==> config.mk <==
export PLATFORM = sky130hd
export DESIGN_NAME = branch_update_queue
export DESIGN_NICKNAME = d
export VERILOG_FILES = /design/src/rtl/bp_pkg.sv /design/src/rtl/bp_circ_buffer.sv /design/src/rtl/branch_update_queue.sv
export SDC_FILE = /design/constraint.sdc
export NUM_CORES = 1
export LEC_CHECK = 0
export CAP_MARGIN = 25
export CORE_ASPECT_RATIO = 1.75
export CORE_MARGIN = 3
export CORE_UTILIZATION = 52
export CTS_BUF_LIST = sky130_fd_sc_hd__clkbuf_16
export CTS_CLUSTER_DIAMETER = 80
export DETAILED_ROUTE_END_ITERATION = 10
export GPL_ROUTABILITY_DRIVEN = 1
export PLACE_DENSITY = 0.82
export RECOVER_POWER = 25
export SYNTH_ARGS = -nofsm -noshare
export SYNTH_HDL_FRONTEND = slang
export SYNTH_SLANG_ARGS = --single-unit
==> constraint.sdc <==
create_clock -name clock -period 3.6 [get_ports clock]
set_clock_uncertainty 0.15 [all_clocks]
set_input_delay 0.72 -clock clock [delete_from_list [all_inputs] [get_ports clock]]
set_output_delay 0.72 -clock clock [all_outputs]
set_load 0.01 [all_outputs]
==> src/rtl/bp_pkg.sv <==
// Shared types and helpers for the branch predictor update path.
package bp_pkg;

  localparam int HIST_W_DEFAULT = 12;

  typedef struct packed {
    logic                      lp;
    logic                      gp;
    logic                      cp;
    logic [HIST_W_DEFAULT-1:0] ghist;
  } pred_entry_t;

  // {train choice table, global predictor was the correct one}
  function automatic logic [1:0] choice_train(input logic lp, input logic gp, input logic taken);
    return {lp != gp, gp == taken};
  endfunction

endpackage

==> src/rtl/bp_circ_buffer.sv <==
// Circular storage for in-flight predictions: array plus head/tail pointers.
module bp_circ_buffer #(
  parameter int DEPTH = 8,
  parameter int WIDTH = 15
) (
  input  logic             clock,
  input  logic             reset,
  input  logic             wr_en,
  input  logic [WIDTH-1:0] wr_data,
  input  logic             rd_en,
  input  logic             flush,
  output logic [WIDTH-1:0] rd_data
);

  localparam int PTR_W = $clog2(DEPTH);

  logic [WIDTH-1:0] mem [DEPTH];
  logic [PTR_W-1:0] head;
  logic [PTR_W-1:0] tail;

  assign rd_data = mem[head];

  always_ff @(posedge clock) begin
    if (wr_en) mem[tail] <= wr_data;
  end

  // DEPTH is a power of two, so pointer wrap is plain binary overflow.
  // A flush always coincides with popping the head, so the queue empties at head+1.
  always_ff @(posedge clock or negedge reset) begin
    if (!reset) begin
      head <= '0;
      tail <= '0;
    end else begin
      if (rd_en) head <= head + PTR_W'(1);
      if (flush) tail <= head + PTR_W'(1);
      else if (wr_en) tail <= tail + PTR_W'(1);
    end
  end

endmodule

==> src/rtl/branch_update_queue.sv <==
// Pairs queued predictions with resolved outcomes and drives table training and recovery.
// Optional BUQ_STATS_EN adds saturating resolve/mispredict counters.
module branch_update_queue
  import bp_pkg::*;
#(
  parameter int DEPTH  = 8,
  parameter int HIST_W = HIST_W_DEFAULT,
  localparam int PTR_W = $clog2(DEPTH)
) (
  input  logic              clock,
  input  logic              reset,
  input  logic              pred_valid,
  output logic              pred_ready,
  input  logic              pred_lp,
  input  logic              pred_gp,
  input  logic              pred_cp,
  input  logic [HIST_W-1:0] pred_ghist,
  input  logic              resolve_valid,
  input  logic              resolve_taken,
  output logic              upd_valid,
  output logic              upd_taken,
  output logic [HIST_W-1:0] upd_ghist,
  output logic              upd_choice_en,
  output logic              upd_choice_gp,
  output logic              mispredict,
  output logic [HIST_W-1:0] recover_ghist,
  output logic [PTR_W:0]    count,
  output logic              resolve_err
`ifdef BUQ_STATS_EN
  ,
  output logic [31:0]       stat_resolved,
  output logic [31:0]       stat_mispred
`endif
);

  localparam int ENTRY_W = HIST_W + 3;

  logic [ENTRY_W-1:0] head_raw;
  logic               head_lp, head_gp, head_cp;
  logic [HIST_W-1:0]  head_ghist;
  logic               do_push, do_pop, mis_now, push_keep;
  logic [1:0]         train;

  assign {head_lp, head_gp, head_cp, head_ghist} = head_raw;

  assign pred_ready = (count != (PTR_W+1)'(DEPTH));
  assign do_push    = pred_valid && pred_ready;
  assign do_pop     = resolve_valid && (count != '0);
  assign mis_now    = do_pop && (head_cp != resolve_taken);
  // Anything pushed alongside a mispredict is wrong-path and is dropped.
  assign push_keep  = do_push && !mis_now;
  assign train      = choice_train(head_lp, head_gp, resolve_taken);

  bp_circ_buffer #(.DEPTH(DEPTH), .WIDTH(ENTRY_W)) u_buf (
    .clock   (clock),
    .reset   (reset),
    .wr_en   (push_keep),
    .wr_data ({pred_lp, pred_gp, pred_cp, pred_ghist}),
    .rd_en   (do_pop),
    .flush   (mis_now),
    .rd_data (head_raw)
  );

  always_ff @(posedge clock or negedge reset) begin
    if (!reset) begin
      count <= '0;
    end else if (mis_now) begin
      count <= '0;
    end else if (push_keep && !do_pop) begin
      count <= count + (PTR_W+1)'(1);
    end else if (do_pop && !push_keep) begin
      count <= count - (PTR_W+1)'(1);
    end
  end

  always_ff @(posedge clock or negedge reset) begin
    if (!reset) begin
      upd_valid     <= 1'b0;
      upd_taken     <= 1'b0;
      upd_ghist     <= '0;
      upd_choice_en <= 1'b0;
      upd_choice_gp <= 1'b0;
      mispredict    <= 1'b0;
      recover_ghist <= '0;
      resolve_err   <= 1'b0;
    end else begin
      upd_valid  <= do_pop;
      mispredict <= mis_now;
      if (do_pop) begin
        upd_taken     <= resolve_taken;
        upd_ghist     <= head_ghist;
        upd_choice_en <= train[1];
        upd_choice_gp <= train[0];
      end
      if (mis_now) recover_ghist <= {head_ghist[HIST_W-2:0], resolve_taken};
      if (resolve_valid && (count == '0)) resolve_err <= 1'b1;
    end
  end

`ifdef BUQ_STATS_EN
  always_ff @(posedge clock or negedge reset) begin
    if (!reset) begin
      stat_resolved <= '0;
      stat_mispred  <= '0;
    end else begin
      if (do_pop && (stat_resolved != '1)) stat_resolved <= stat_resolved + 32'd1;
      if (mis_now && (stat_mispred != '1)) stat_mispred <= stat_mispred + 32'd1;
    end
  end
`endif

endmodule

==> results of run 1 <==
[layer usage]
metal	vias to the layer above	part of all wire	track usage
met2	99	0.55	0.335
met1	1715	0.38	0.232
met5	-	0	0
met3	25	0.045	0.0530
met4	0	0.029	0.0852
li1	1486	-	-
[cell families after synthesis]
logic type                 share of synthesized area
AOI/OAI and AO/OA                             0.0300
xor gates and xnor gates                      0.0110
adders and majority gates                     0.0110
buffers and inverters                         0.0240
DFF                                            0.725
muxes                                          0.160
and+or+nand+nor                               0.0382
[cells in the mapped netlist (2+ instances only)]
master | count | area share
edfxtp_1 | 120 | 0.57
dfrtp_1 | 40 | 0.16
mux2i_1 | 32 | 0.050
mux4_2 | 29 | 0.10
nand2_1 | 25 | 0.015
o21ai_0 | 18 | 0.014
inv_1 | 15 | 0.0089
clkbuf_1 | 7 | 0.0041
xnor2_1 | 6 | 0.0083
buf_2 | 5 | 0.0039
a21oi_1 | 4 | 0.0032
ha_1 | 4 | 0.0079
nor3_1 | 4 | 0.0032
nor4b_1 | 4 | 0.0055
nor4_1 | 3 | 0.0030
a21o_1 | 2 | 0.0024
buf_4 | 2 | 0.0024
buf_6 | 2 | 0.0035
mux2_2 | 2 | 0.0035
nand2b_1 | 2 | 0.0020
nand3_1 | 2 | 0.0016
nor2_1 | 2 | 0.0012
xor2_1 | 2 | 0.0028
[through the flow]
stage / util / power [mW]
2_1_floorplan: - / 4.04
4_1_cts: 0.654 / 6.56
3_5_place_dp: 0.607 / 4.89
6_report: 0.654 / 6.49
5_1_grt: 0.654 / 6.84
3_3_place_gp: 0.607 / 4.79
[worst max-delay path: stages]
cell           delay (ns)
dlygate4sd3_1        0.61
o41ai_4              0.08
buf_4                0.39
nand3_1              0.22
ha_1                 0.32
a21o_1               0.20
a211oi_1             0.29
mux2i_1              0.23
a31oi_1              0.09
[area by class of cell]
cell class / count / area share
sequential: 160 / 0.598
multi-input combinational: 154 / 0.212
timing repair buffer: 69 / 0.0840
clock buffer: 18 / 0.0585
tap: 162 / 0.0263
clock inverter: 14 / 0.0128
inverter: 16 / 0.00780
[state kept, by name (all words and copies together) (netlist names)]
signal,cells
upd_choice_en,1
mispredict,1
upd_valid,1
count,4
upd_taken,1
upd_choice_gp,1
u_buf.mem,120
recover_ghist,12
u_buf.head,3
resolve_err,1
u_buf.tail,3
upd_ghist,12
[where the power goes]
part	internal, mW	switching, mW
Combinational	1.10	1.10
Clock	0.974	0.667
Sequential	2.41	0.250
[how the worst max path moves through the flow]
stage | end | cells past startpoint
global placement | count[3] | 9
floorplan | u_buf.mem[3][0] | 5
CTS | pred_ready | 2
global route | count[3] | 9
finish | count[3] | 9
detailed placement | count[3] | 9
==> results.txt, run 1 <==
For this configuration, the core starts out at a cell density of 0.539. The critical path data arrival time is 3.14 ns. The maximum clock path buffer count is 2.

The startpoint of the most critical hold path is resolve_err. The post-synthesis cell type count came out at 38. The register area is 4610 µm². The final count of negative-setup-slack endpoints is 0. The worst path meets setup with 0.601 ns of slack. The number of hold buffers added after CTS was 0. The via count came out at 3325. The most critical setup path has its startpoint at resolve_valid.

The wire length of the first global-routing pass is 19700 µm. The peak supply drop came out at 0.460 mV. The number of nets in the synthesized netlist is 372. Of all nets on the critical path, the largest fanout is 35. The number of placed instances, taps included, is 561.

The via count of the first global-routing pass came out at 3651. The sink count of the clock tree came out at 160. The share of the clock period used by the worst path came out at 0.833.

The first routing iteration left 240 violations. The length of the first detailed-routing pass in iterations is 4. The number of violations of the max-capacitance limit came out at 1. For this run, the number of Yosys warnings is 0. Leaving out fill and tap cells, the most frequent cell in the layout is edfxtp_1.

In this run the critical register-to-register path is launched from count[1]. The hold-critical path depth came out at 1. The post-detailed-route via-to-cell ratio came out at 5.61. The sequential fraction of the synthesis area is 0.725. The number of antenna violations at the first check in global routing is 0.

The leakage power of the design came out at 2.78 nW. Setup repair after global routing left no endpoint under its margin. In this run the worst hold path is classified as flop to flop. The share of synthesized registers carrying an async set or reset came out at 0.250. The final reports fail on capacitance limit, slew limit. The cell area power density came out at 844 nW/µm². The area growth from synthesis to layout is 21.3%. The count of nets after finishing is 443.

For this run, the leading register cell type out of synthesis is edfxtp_1. The number of nets still failing antenna checks after routing came out at 0. In the final layout, the multi-input gates occupy 1630 µm². Fill cells in the final layout number 772. The number of inserted diodes is 0. The number of enable flip-flop cells after synthesis came out at 120. The normalized max-slew margin came out at -0.493. The number of top-level design ports came out at 55.

At the pin with the least slew margin, the transition time is 2.24 ns. The placeable core region came out at 11800 µm². The run finished, with violations left.

The area of all placed cells without fillers is 7700 µm². The routed wire length is 12200 µm. The insertion delay of the later-clocked pin in the worst-skew pair came out at 0.42 ns.

The die height came out at 152 µm. The total clock buffers created by CTS is 17. In this run the critical register-to-register path is captured at count[3]. The fmax came out at 333 MHz.

The HPWL after detailed placement is 7740 µm. The number of I/O port buffers is 54. The count of pins over their slew limit came out at 41. The root buffer cell chosen for the clock tree is clkbuf_16. The wire length per cell after detailed routing is 20.6 µm.

The floorplan has 52 rows. Once layout is complete, the cells apart from fillers number 593. STA puts the critical path data required time at 3.74 ns. The average footprint of a synthesized cell is 18.3 µm². The horizontal extent of the die is 89.5 µm. For the worst flop-to-flop path, the logic depth is 8. Hold is met by 0.312 ns. TritonCTS built the clock tree. The area of the die came out at 13600 µm².

The end point of the most critical hold path is resolve_err. The clock-pin transition on the worst setup and hold timing paths is 0.06 ns. The final weighted congestion of routability-driven global placement came out at 0.759. The count of endpoints failing hold in the final timing report came out at 0.

The overall track demand over capacity in global routing is 0.198. In this run, synthesis produced a sequential element count of 160. The worst setup path is launched from an input pin. The final critical delay including setup and external delays came out at 3.00 ns.

The worst setup path is of the input pin to flop kind. The netlist area before placement is 6350 µm². The synthesized instance count is 347. The endpoint class of the critical path is a flop. The post-CTS setup repair buffer count came out at 0. The standard cell area after detailed placement is 7150 µm².

For this run, design rule violations remaining after detail routing come to 0. The internal reg-to-reg setup slack came out at 0.71 ns. The count of instances resized after the clock tree is built came out at 0.

Entering global routing, the biggest net connects 41 pins. The sum of overflow across all layers after global routing came out at 0. In the layout the commonest cells are edfxtp_1, clkdlybuf4s50_1, dfrtp_1.

The total negative slack came out at 0 ns. The total number of H-tree levels is 4. The fraction of final layout cells sized beyond drive strength 1 is 0.197. OpenSTA, run right after detailed placement, puts the worst setup slack at 0.306 ns.
Note: power is estimated with default switching activity, not from simulation.
==> run 2: changes to the inputs <==
- clock period: 3.6 -> 2.6 ns (I/O delays scaled with it)
==> run 2 against run 1 <==
The run now ends clean. Clock-buffer cell count shrank 1. Critical path depth is 2 lower. Non-clock buffer count grew 28. Register-to-register slack got worse by 0.68 ns. Worst hold slack better by 0.0026 ns. Clock power rose by 44%. Combinational power increased by 57%. Global-route usage is 1.4 points higher. Wire length increased by 7.3%. Sequential power is 38% higher. Critical endpoint is now u_buf.mem[0][2].
==> results.txt, run 2 (synthesized netlist as in run 1, its figures left out) <==
The peak supply drop came out at 0.693 mV. The area of the die came out at 13600 µm². The tightest hold path in the finished design has a slack of 0.315 ns. The depth of the worst register-to-register path came out at 7. The total number of H-tree levels came out at 4.

The first TritonRoute pass finished after 4 iterations. The insertion delay of the later-clocked pin in the worst-skew pair is 0.42 ns. The min-delay analysis places its worst path in the category flop to flop.

The post-detailed-route via-to-cell ratio is 5.59. The area of all placed cells without fillers is 8120 µm². The first global-routing pass estimated 20900 µm of wire. Once detailed placement completed, the half-perimeter wirelength came to 8350 µm. The startpoint of the most critical register-to-register path is u_buf.head[0]. The total negative slack came out at 0 ns. The register name with the most flops is u_buf.mem. The normalized max-slew margin came out at 0.381. For this design, the sink count on the clock tree is 160.

Before CTS, the worst setup slack after placement is -0.219 ns. In the final layout, the share of cells above drive strength 1 is 0.259. The number of I/O port buffers is 54. The pin slew with the least headroom to its limit came out at 0.928 ns. The end point of the critical path is u_buf.mem[0][2]. The count of pins over their slew limit is 0. From synthesis to final layout, the design area changed by 27.9%. Leaving out fill and tap cells, the most frequent cells in the layout are edfxtp_1, clkdlybuf4s50_1, dfrtp_1. The count of nets after finishing came out at 471.

The clock-pin transition on the worst setup and hold timing paths came out at 0.06 ns. The final count of negative-setup-slack endpoints came out at 0. The fmax came out at 388 MHz. For flop-to-flop paths, the worst setup slack is 0.03 ns.

The cell area power density came out at 1170 nW/µm². The number of flip-flops in the largest register is 120. The die height came out at 152 µm. The wire length per cell after detailed routing is 21.1 µm. The maximum fanout count along the critical path came out at 6. The final weighted congestion of routability-driven global placement is 0.791. The placeable core region is 11800 µm².

Setup slack closes at 0.0258 ns. The beginning of the critical path is u_buf.head[0]. The run finished with clean final reports. The starting density of the core is 0.539. The count of endpoints failing hold in the final timing report came out at 0. The number of top-level design ports is 55. The overall track demand over capacity in global routing is 0.212. The required time at the worst-slack endpoint came out at 2.58 ns.

The maximum number of pins on one net before global-route repair is 31. The worst register-to-register path ends at u_buf.mem[0][2]. The via count of the first global-routing pass is 3812. The standard cell area after detailed placement is 7400 µm². The number of nets still failing antenna checks after routing came out at 0. The library cell used most frequently in the layout, excluding fill and tap cells, is edfxtp_1. The routed layout has 3471 vias. The tool flagged a number of max-cap violations equal to 0.

The critical path in this run is classified as flop to flop. The leakage power of the design came out at 2.94 nW. The root buffer selected by CTS is clkbuf_16. The share of the clock period used by the worst path is 0.990. Summed over all layers, the global routing overflow is 0. 0 antenna diodes ended up in the layout. The number of antenna violations at the first check in global routing is 0. For this block, the initial DRC count from the detailed router was 218. The total clock buffers created by CTS is 17. TritonCTS built the clock tree. In the final layout, the registers with the most flip-flops are u_buf.mem: 120 flops, recover_ghist: 12 flops, upd_ghist: 12 flops. The maximum clock path buffer count is 2.

For the worst setup path, the data arrival time is 2.56 ns. STA classifies the critical path startpoint as a flop. Wires add up to 13100 µm.

Setup repair after global routing could not meet its margin everywhere. The worst setup path is captured at a flop. The die is 89.5 µm wide. The final critical delay including setup and external delays is 2.57 ns. The initialized floorplan defines 52 standard-cell rows. After detailed routing, the number of remaining DRC violations is 0.
[run 2: cell type report]
type / instances / area, µm²
timing repair buffer: 97 / 965
sequential: 160 / 4610
clock inverter: 15 / 146
tap: 162 / 203
clock buffer: 17 / 425
inverter: 16 / 60.1
fill: 712 / 3660
multi-input combinational: 154 / 1710
[run 2: worst min path at each step]
stage | startpoint | to | slack (ns) | cells past startpoint
2_1_floorplan | reset | count[0] | 0.07 | 0
6_report | resolve_err | resolve_err | 0.31 | 1
4_1_cts | resolve_err | resolve_err | 0.32 | 1
5_1_grt | resolve_err | resolve_err | 0.33 | 1
3_5_place_dp | resolve_err | resolve_err | 0.30 | 1
3_3_place_gp | resolve_err | resolve_err | 0.30 | 1
[run 2: what timing repair did]
| action | CTS | global route |
|---|---|---|
| endpoints found under the setup margin | 51 | 31 |
| cloned | 1 | 0 |
| pin swaps | 3 | 4 |
| resized for setup | 6 | 2 |
| buffers inserted | 6 | 3 |
| hold buffers | 1 | 0 |
| hold endpoints to repair | 14 | 0 |
[run 2: worst max-delay path: stages, from the launching register on]
cell	delay, ns
dfrtp_2	0.46
mux2i_1	0.15
mux4_2	0.53
mux2i_4	0.24
buf_6	0.17
nor4b_4	0.26
buf_4	0.20
buf_12	0.13
[run 2: routing by layer]
metal	track usage	vias to the layer above	wire [µm]
met5	0	-	0
li1	-	1543	-
met1	0.258	1775	5010
met3	0.0541	33	627
met4	0.0944	0	363
met2	0.349	120	7080
[run 2: stage by stage]
stage               power [mW]  utilization  instances
finish                    9.47        0.689        621
global route              9.96        0.689        621
CTS                       9.50        0.687        618
detailed placement        7.01        0.629        578
global placement          6.84        0.627        576
floorplan                 5.72            -        347
[run 2: power by group]
| part | total (mW) | internal, mW | switching (mW) |
|---|---|---|---|
| sequential | 3.68 | 3.34 | 0.339 |
| combinational | 3.43 | 1.77 | 1.66 |
| clock | 2.36 | 1.40 | 0.960 |
==> run 3: changes to the inputs <==
- PLACE_DENSITY: 0.82 -> 0.76
==> run 3 against run 2 <==
Register-to-register slack about the same. Critical path depth unchanged. Utilization increased by 0.62 points. Die area unchanged. Sequential cell count unchanged. Non-clock buffer count increased by 3. Cell count increased by 0.48%. Maximum frequency about the same. Total power increased by 1.4%. Wire length increased by 0.52%. Clock power increased by 6%. Global-route usage about the same.
==> results.txt, run 3 (synthesized netlist as in run 1, its figures left out) <==
The routed wire length came out at 13200 µm. In the final layout, the registers with the most flip-flops are u_buf.mem: 120 flops, recover_ghist: 12 flops, upd_ghist: 12 flops. Of the cells placed in the final design, the portion with a size suffix greater than 1 is 0.268. The startpoint identified for the worst register-to-register timing path is u_buf.head[0].

met2 is the most crowded layer. The power share of the sequential group came out at 0.384. The share of the clock period used by the worst path is 0.990.

The required time at the worst-slack endpoint is 2.59 ns. In this run the worst setup path begins at u_buf.head[0]. Relative to the synthesized area, the layout overhead comes to 29.0%. STA classifies the critical path startpoint as a flop. The cell-internal power is 6.56 mW.

The fmax is 388 MHz. The horizontal extent of the die came out at 89.5 µm. The fraction of power consumed by combinational cells is 0.357.

The maximum clock path buffer count is 2. The post-detailed-route via-to-cell ratio came out at 5.51. The number of inserted diodes is 0. The count of endpoints failing hold in the final timing report is 0. The normalized max-slew margin came out at 0.351. The reported net switching power came out at 3.05 mW.

In the routed design, unresolved DRC markers number 0. The pin slew with the least headroom to its limit is 0.973 ns. After clock tree synthesis, the clock-pin slew on the worst setup and hold paths is 0.07 ns. Routability-driven placement finished with a final weighted congestion of 0.777. The number of antenna violations at the first check in global routing came out at 0. The critical path class is flop to flop. The wire length of the first global-routing pass came out at 20800 µm. The flow ran to the end, and the final reports show no timing, DRC or antenna violations. The count of pins over their slew limit came to 0. The cell area power density is 1170 nW/µm².

The total negative slack came out at 0 ns. The leakage power of the design is 2.98 nW. The startpoint of the most critical hold path is resolve_err. The via count of the first global-routing pass is 3771. The total number of H-tree levels came out at 4.

The hold-critical path depth came out at 1. The path class of the tightest hold or removal check is flop to flop. Setup violations remaining at the end of the flow were counted as 0. The detailed router finished its first iteration with 175 violations. The sink count of the clock tree came out at 160.

The worst register-to-register path has a setup slack of 0.03 ns. Once routing completed, OpenROAD measured the worst setup slack at 0.0256 ns. The initial utilization of the core area, before any placement, comes to 0.539. The number of nets still failing antenna checks after routing came out at 0. After detailed routing, the average wire length per cell comes to 21.1 µm.

In this run the vertical extent of the chip is 152 µm. The via count is 3438. The clock share of power is 0.259. The final critical delay including setup and external delays is 2.57 ns. In the layout the commonest cells are edfxtp_1, clkdlybuf4s50_1, dfrtp_1. The post-route total power came out at 9.61 mW. The final layout contains 474 nets. The floorplan has 52 rows. The path with the worst hold slack has its endpoint at resolve_err.

TritonCTS built the clock tree. IR analysis of the VDD net gives a maximum drop of 0.787 mV. The register with the most flip-flops in the layout has 120 of them. The total of fill cells in the finished design is 751.

STA classifies the critical path endpoint as a flop. The maximum number of pins on one net before global-route repair came out at 35. The worst flop-to-flop path endpoint is u_buf.mem[6][1]. The placeable core region came out at 11800 µm². The sum of overflow across all layers after global routing came out at 0. The tool flagged a number of max-cap violations equal to 0. The met3 usage is 0.0492. The pre-CTS setup slack came out at -0.238 ns. The die covers 13600 µm². Counting flops per register, the top entry is u_buf.mem. Leaving out fill and tap cells, the most frequent cell in the layout is edfxtp_1. The total clock buffers created by CTS is 17. The root buffer selected by CTS is clkbuf_16. The maximum fanout count along the critical path came out at 6. The critical path data arrival time came out at 2.57 ns. The HPWL after detailed placement came out at 8440 µm.

The pre-antenna-repair detailed-routing pass consisted of 4 iterations. The met1 routing resource usage after global routing came out at 0.254. The insertion delay of the later-clocked pin in the worst-skew pair came out at 0.42 ns. The number of I/O port buffers came out at 54. The met2 demand-to-capacity share in global routing came out at 0.366.

The switching share of total power came out at 0.317. The overall track demand over capacity in global routing is 0.211. The number of top-level design ports came out at 55.

The depth of the worst register-to-register path is 7. Setup repair after global routing could not meet its margin everywhere.
-- run 3: changes by cell type in the layout (fill, tap and decap cells not counted), sizes merged --
cell           before  now
clkbuf             18   20
inv                18   24
clkdlybuf4s50      42   43
buf                41   43
bufbuf              1    0
dlygate4sd3        11   10
clkinvlp            4    3
clkinv              7    2
-- run 3: power groups by stage --
stage	sequential (mW)	clock [mW]	combinational, mW
2_1_floorplan	3.74	0	1.99
3_3_place_gp	3.69	0	3.19
3_5_place_dp	3.72	0	3.32
4_1_cts	3.68	2.54	3.45
5_1_grt	3.73	2.65	3.72
6_report	3.69	2.49	3.43
-- run 3: worst max-delay path by stage --
stage	endpoint	slack, ns	depth (start not counted)
after floorplan	u_buf.mem[2][0]	-0.10	6
after global placement	u_buf.mem[6][7]	-0.25	6
after detailed placement	u_buf.mem[1][9]	-0.24	7
after CTS	u_buf.mem[6][5]	0.0005	6
after global routing	u_buf.mem[5][3]	-0.03	7
final	u_buf.mem[6][1]	0.03	7
-- run 3: metal layers --
layer,part of all wire,up-vias
li1,-,1551
met1,0.39,1783
met2,0.56,81
met3,0.028,23
met4,0.022,0
met5,0,-
-- run 3: metrics by stage --
step,instances,cell area [µm²],util,hold slack [ns]
floorplan,347,6460,-,0.0744
global placement,575,7390,0.627,0.297
detailed placement,577,7410,0.630,0.294
CTS,620,8150,0.692,0.308
global route,624,8190,0.696,0.338
finish,624,8190,0.696,0.301
-- run 3: layout make-up --
class | count | area (µm²) | share of cell area
flip-flops and latches | 160 | 4610 | 0.563
multi-input cells | 154 | 1710 | 0.208
repair buffers | 100 | 1010 | 0.124
clock buffers | 17 | 425 | 0.0519
well taps | 162 | 203 | 0.0247
clock inverters | 15 | 175 | 0.0214
inverters | 16 | 60.1 | 0.00733
-- run 3: what timing repair did --
action	CTS	global route
pin swaps	4	4
buffers inserted	9	3
gates cloned	1	1
hold buffers	1	0
resized for setup	6	2
endpoints found under the setup margin	65	50
hold endpoints to repair	14	0
-- run 3: critical path: stages (launching register included) --
cell	delay, ns
dfrtp_2	0.46
mux2i_1	0.16
mux4_2	0.56
mux2i_4	0.23
buf_4	0.16
nor4_4	0.23
buf_4	0.19
clkbuf_16	0.15
